**config.mk**
```make
export PLATFORM = sky130hd
export DESIGN_NAME = pulse_period_meter
export DESIGN_NICKNAME = d
export VERILOG_FILES = /design/src/rtl/pulse_period_meter_pkg.sv /design/src/rtl/pulse_period_meter_rise.sv /design/src/rtl/pulse_period_meter.sv
export SDC_FILE = /design/constraint.sdc
export NUM_CORES = 1
export LEC_CHECK = 0
export BUFFER_PORTS_ARGS = -buffer_cell sky130_fd_sc_hd__buf_4
export CORE_MARGIN = 5
export CORE_UTILIZATION = 30
export CTS_CLUSTER_DIAMETER = 200
export DETAILED_ROUTE_END_ITERATION = 12
export PLACE_DENSITY_LB_ADDON = 0.25
export SLEW_MARGIN = 15
export SYNTH_ARGS = -nofsm -noshare
export SYNTH_HDL_FRONTEND = slang
export SYNTH_SLANG_ARGS = --single-unit
```
**constraint.sdc**
```tcl
create_clock -name clk -period 3 [get_ports clk]
set_input_delay 0.45 -clock clk [delete_from_list [all_inputs] [get_ports clk]]
set_output_delay 0.45 -clock clk [all_outputs]
set_load 0.02 [all_outputs]
```
**src/rtl/pulse_period_meter_pkg.sv**
```systemverilog
// Shared types and defaults for the pulse period meter.
package pulse_period_meter_pkg;

  localparam int unsigned PPM_WIDTH_DEF = 8;

  typedef enum logic [1:0] {
    IDLE = 2'd0,
    ARM  = 2'd1,
    MEAS = 2'd2
  } ppm_state_t;

endpackage

```
**src/rtl/pulse_period_meter_rise.sv**
```systemverilog
// Rising-edge detector: one-cycle strobe when d goes 0->1; no synchroniser.
module rise_detect (
  input  logic clk,
  input  logic rst,
  input  logic i_d,
  output logic o_rise_c
);

  logic r_d;

  always_ff @(posedge clk or posedge rst) begin
    if (rst) r_d <= 1'b0;
    else     r_d <= i_d;
  end

  assign o_rise_c = i_d & ~r_d;

endmodule

```
**src/rtl/pulse_period_meter.sv**
```systemverilog
// Measures clk cycles between successive rising edges of pulse_in and
// reports each interval with a one-cycle strobe; long intervals saturate.
module pulse_period_meter
  import pulse_period_meter_pkg::*;
#(
  parameter int unsigned WIDTH = PPM_WIDTH_DEF
) (
  input  logic             clk,
  input  logic             rst,
  input  logic             en,
  input  logic             pulse_in,
  output logic [WIDTH-1:0] period,
  output logic             period_valid,
  output logic             period_ovf,
  output logic             busy
);

  localparam logic [WIDTH-1:0] CNT_MAX = '1;

  ppm_state_t       r_state, w_state_nxt;
  logic [WIDTH-1:0] r_cnt, w_cnt_nxt;
  logic             r_ovf_flag, w_ovf_nxt;
  logic             w_report;
  logic             w_rise;

  rise_detect u_rise (
    .clk      (clk),
    .rst      (rst),
    .i_d      (pulse_in),
    .o_rise_c (w_rise)
  );

  // Next-state and counter update; en dominates any coincident edge.
  always_comb begin
    w_state_nxt = r_state;
    w_cnt_nxt   = r_cnt;
    w_ovf_nxt   = r_ovf_flag;
    w_report    = 1'b0;
    case (r_state)
      IDLE: begin
        w_cnt_nxt = '0;
        w_ovf_nxt = 1'b0;
        if (en) w_state_nxt = ARM;
      end
      ARM: begin
        if (!en) begin
          w_state_nxt = IDLE;
          w_cnt_nxt   = '0;
          w_ovf_nxt   = 1'b0;
        end else if (w_rise) begin
          w_state_nxt = MEAS;
          w_cnt_nxt   = WIDTH'(1);
          w_ovf_nxt   = 1'b0;
        end
      end
      MEAS: begin
        if (!en) begin
          w_state_nxt = IDLE;
          w_cnt_nxt   = '0;
          w_ovf_nxt   = 1'b0;
        end else if (w_rise) begin
          w_report  = 1'b1;
          w_cnt_nxt = WIDTH'(1);
          w_ovf_nxt = 1'b0;
        end else if (r_cnt == CNT_MAX) begin
          w_ovf_nxt = 1'b1;
        end else begin
          w_cnt_nxt = r_cnt + WIDTH'(1);
        end
      end
      default: begin
        w_state_nxt = IDLE;
        w_cnt_nxt   = '0;
        w_ovf_nxt   = 1'b0;
      end
    endcase
  end

  always_ff @(posedge clk or posedge rst) begin
    if (rst) begin
      r_state    <= IDLE;
      r_cnt      <= '0;
      r_ovf_flag <= 1'b0;
    end else begin
      r_state    <= w_state_nxt;
      r_cnt      <= w_cnt_nxt;
      r_ovf_flag <= w_ovf_nxt;
    end
  end

  // Report registers hold between reports, including across en drops.
  always_ff @(posedge clk or posedge rst) begin
    if (rst) begin
      period       <= '0;
      period_ovf   <= 1'b0;
      period_valid <= 1'b0;
      busy         <= 1'b0;
    end else begin
      period_valid <= w_report;
      busy         <= (w_state_nxt == MEAS);
      if (w_report) begin
        period     <= r_cnt;
        period_ovf <= r_ovf_flag;
      end
    end
  end

endmodule

```
== After elaboration in Yosys (flattened, before gate mapping) ==
Index checks and enable logic that the tools add are counted.

* Input bits: 4
* Word-level logic and storage cells: 41
* Flip-flop bits (word level): 23

* Bitwise operators: 2
* Reduce and logical (&&, ||, !) cells: 3
* Multiplexer cells: 20
* Add/sub/neg operators: 1
* Eq/ne operators: 7

{| class="wikitable"
|+ Operator list
! cell !! number
|-
| $mux W8 || 5
|-
| $pmux W8 S2 || 1
|-
| $add A8 B1 Y8 const B || 1
|-
| $eq A8 B8 Y1 const B || 1
|-
| $mux W1 || 8
|-
| $mux W2 || 4
|-
| $ne A4 B3 Y1 const B || 2
|-
| $pmux W2 S3 || 1
|-
| $eq A2 B2 Y1 const B || 2
|-
| $reduce_and A2 Y1 || 2
|-
| $ne A3 B2 Y1 const B || 1
|-
| $eq A2 B1 Y1 const B || 1
|-
| $logic_not A2 Y1 || 1
|-
| $pmux W1 S2 || 1
|-
| $and A1 B1 Y1 || 1
|-
| $not A1 Y1 || 1
|}

== Depth between registers and ports, before layout ==
* Depth in word-level cells: 6
* Mapped depth: 6

== Cells and area by module ==
A second synthesis with hierarchy kept.

* Cell total of the unflattened synthesis: 106
* Area total of the unflattened synthesis: 1172.4 um^2

{| class="wikitable"
|+ Modules (own cells, without submodules)
! module !! cells an instance !! area each (um^2) !! instances !! sequential area each (um^2)
|-
| pulse_period_meter || 103 || 1129.8 || 1 || 550.5
|-
| rise_detect || 3 || 42.5 || 1 || 25.0
|}

== Least setup slack after synthesis ==
No wires, ideal clock.

* Path type: flip-flop to flip-flop
* Start: register r_state[0]
* End: register r_cnt[0]
* Clock period less this slack: 1.634 ns
* Path buffers: 0
* Library setup time: 0.125 ns
* Stages on the path, launching flop included: 7
* Arrival time: 1.509 ns
* Slack: 1.366 ns
* Path through: dfrtp_1 -> inv_1 -> ha_1 -> nand2_2 -> nor2_1 -> a41o_4 -> mux2_2

* Word-level cells in the longest chain between the ends: 3

{| class="wikitable"
|+ RTL lines
! what !! RTL line !! text
|-
| start, declared || pulse_period_meter.sv:20 || <nowiki>ppm_state_t r_state, w_state_nxt;</nowiki>
|-
| start signal, assigned || pulse_period_meter.sv:85 || <nowiki>r_state <= w_state_nxt;</nowiki>
|-
| $eq A2 B2 Y1 or $eq A2 B1 Y1 (tied branches) || pulse_period_meter.sv:39 || <nowiki>case (r_state)</nowiki>
|-
| $ne A4 B3 Y1 (no line) or $ne A3 B2 Y1 (tied branches) || - ||
|-
| $reduce_and A2 Y1 (no line) || - ||
|-
| end signal, assigned || pulse_period_meter.sv:86 || <nowiki>r_cnt <= w_cnt_nxt;</nowiki>
|-
| end, declared || pulse_period_meter.sv:21 || <nowiki>logic [WIDTH-1:0] r_cnt, w_cnt_nxt;</nowiki>
|}

Several ways; a longest one is shown, not always the timed one.
A chain may end at the register's enable or synchronous reset.

== Worst setup path in the final report ==
Ends and elaborated chain as after synthesis.

==> results.tsv <==
metric	value	unit
outcome	completed	
finalHoldViolCount	0	
clock.fmax	0.5575	GHz
die_h	72.21	um
clk_pin_slew	0.07	ns
syn_area_per_cell	12.35	um2
first_pass_iters	4	
grt_max_degree	24	
final_core_util	36.77	%
worstPathArrival	1.94	ns
setup_viol	0	
maxCapViolCount	0	
drt-initial-drc-count	19	
grt_pass1_wl	3546	um
vias	770	
htreeDepth	1	
leakage	0.0007304	uW
yosysSeqAreaShare	49.57	%
cts_hold_buf	0	
antenna_found_initial	0	
syn_area	0.001161	mm2
drv_slew	0	
dp_hpwl	1498	um
startpoint_type	flop	
layout-drive-gt1-share	31.53	%
ys_types	32	
yosys_register_bits	23	
fin_nets	121	
ant_nets	0	
cts_setup_buffers	0	
drc	0	
grt_pass1_vias	806	
grtUsageTotal	8.846	%
grt_use_met1	10.87	%
critPathKind	reg2reg	
slew-limit-headroom	43.19	%
ctsResizeCount	0	
cts_made_buffers	3	
synth-edff-count	0	
synth_ff_type	dfrtp_1	
grt_use_met3	1.939	%
period_share	59.79	%
layout_common_cells	dfrtp_1 (23), buf_4 (14), mux2_2 (10), nor2_1 (6), ha_1 (5)	
skew	0.001021	ns
gr-max-usage-layer	met2	
die-width	72.21	um
num_rows	22	
areaGrowthSynthToFinish	17.67	%
place_inst	155	
cp_data_required_time	3.15	ns
drt-total-wl	2024	um
syn-num-nets	103	
clock_sinks	23	
start_util	31.25	%
final_common_cell	dfrtp_1	
period_needed	1.794	ns
clockBufferDepth	2	
worstMarginPinSlew	0.8512	ns
cts_tree	built	
rsz0062_at_grt	no	
power	683.9	uW
gp_congestion	0.7446	
layoutNonFillerInstCount	159	
hp-class	in2reg	
irDropWorstVdd	0.1861	mV
diodes	0	
root_buffer	clkbuf_8	
numPortBuffers	14	
async_flop_share	100.0	%
dieArea	0.005214	mm2
io_pins	15	
fin_tns_setup	0	ns
fp.coreArea	0.003716	mm2
path_max_fanout	8	
synth_warnings	0	
viasPerCell	4.843	
avgRoutedWirePerCell	12.73	um
power_density	500.6	mW/mm2
end_kind	flop	
clock_latency	0.26	ns
synth_cells	94	
use_met2	13.75	%
grt.overflow.total	0	
-- power breakdown --
group | switching, uW | internal [uW] | total, uW
logic | 84.5 | 65.7 | 150
clock network | 92.3 | 94.7 | 187
registers | 19.6 | 327 | 347
-- path summary, 6_finish.rpt --
check                      startpoint         end  slack [ns]  depth (start not counted)
max in group asynchronous         rst   period[1]        2.12                          2
setup reg to reg           r_state[0]    r_cnt[0]        1.21                          6
hold reg to reg            r_ovf_flag  r_ovf_flag        0.51                          1
hold / removal               pulse_in  u_rise.r_d        0.30                          1
setup / recovery           r_state[0]    r_cnt[0]        1.21                          6
min in group asynchronous         rst        busy        0.36                          2
-- layout make-up --
class | count | area [um2]
clock buffers | 4 | 45.04
fillers | 381 | 2350
inverters | 4 | 15.01
multi-input cells | 66 | 565.5
flip-flops and latches | 23 | 575.6
well taps | 48 | 60.06
repair buffers | 14 | 105.1
-- state kept, by name (all words and copies together) (netlist names) --
| signal | cells |
|---|---|
| u_rise.r_d | 1 |
| busy | 1 |
| period_ovf | 1 |
| r_state | 2 |
| period_valid | 1 |
| period | 8 |
| r_ovf_flag | 1 |
| r_cnt | 8 |
-- metrics by stage --
stage               hold WS, ns  instance area, um2  setup WS [ns]
global placement         0.4823                1321          1.239
floorplan                0.4519                1161          1.366
CTS                      0.2927                1366          1.194
global route             0.2882                1366          1.015
finish                   0.3003                1366          1.206
detailed placement       0.4796                1321          1.206
-- Yosys cell counts, types with 2 or more instances --
cell	n	area share, %
a22o_1	3	2.3
nor2b_1	2	1.1
mux2_2	10	9.7
xnor2_1	2	1.5
a21boi_0	2	1.3
inv_1	4	1.3
a21o_1	3	1.9
nor2_1	6	1.9
a221o_1	2	1.7
o21ai_0	2	0.86
dfrtp_1	23	50
a21oi_1	3	1.3
and3_4	2	1.9
and4b_1	2	1.7
ha_1	5	5.4
nand3_1	4	1.7
and4_1	2	1.5
nand2_1	3	0.97
-- critical path, cell delays in order (launching register included) --
cell,delay (ns)
dfrtp_1,0.42
inv_1,0.10
ha_1,0.25
nand2_2,0.10
nor2_1,0.17
a41o_4,0.30
mux2_2,0.34
-- logic make-up after synthesis --
group	share of synthesized area [%]
simple gates	18.53
flops	49.57
compound gates	13.58
mux	9.698
buf+inv	1.723
fa+ha+maj	5.388
xor+xnor	1.509
-- layer usage --
metal  vias up  share of wire (%)
met4         0                2.9
met3         5                4.3
met2        20                 47
met5         -                  0
met1       369                 46
li1        376                  -
Power figures use the tool's default switching activity.
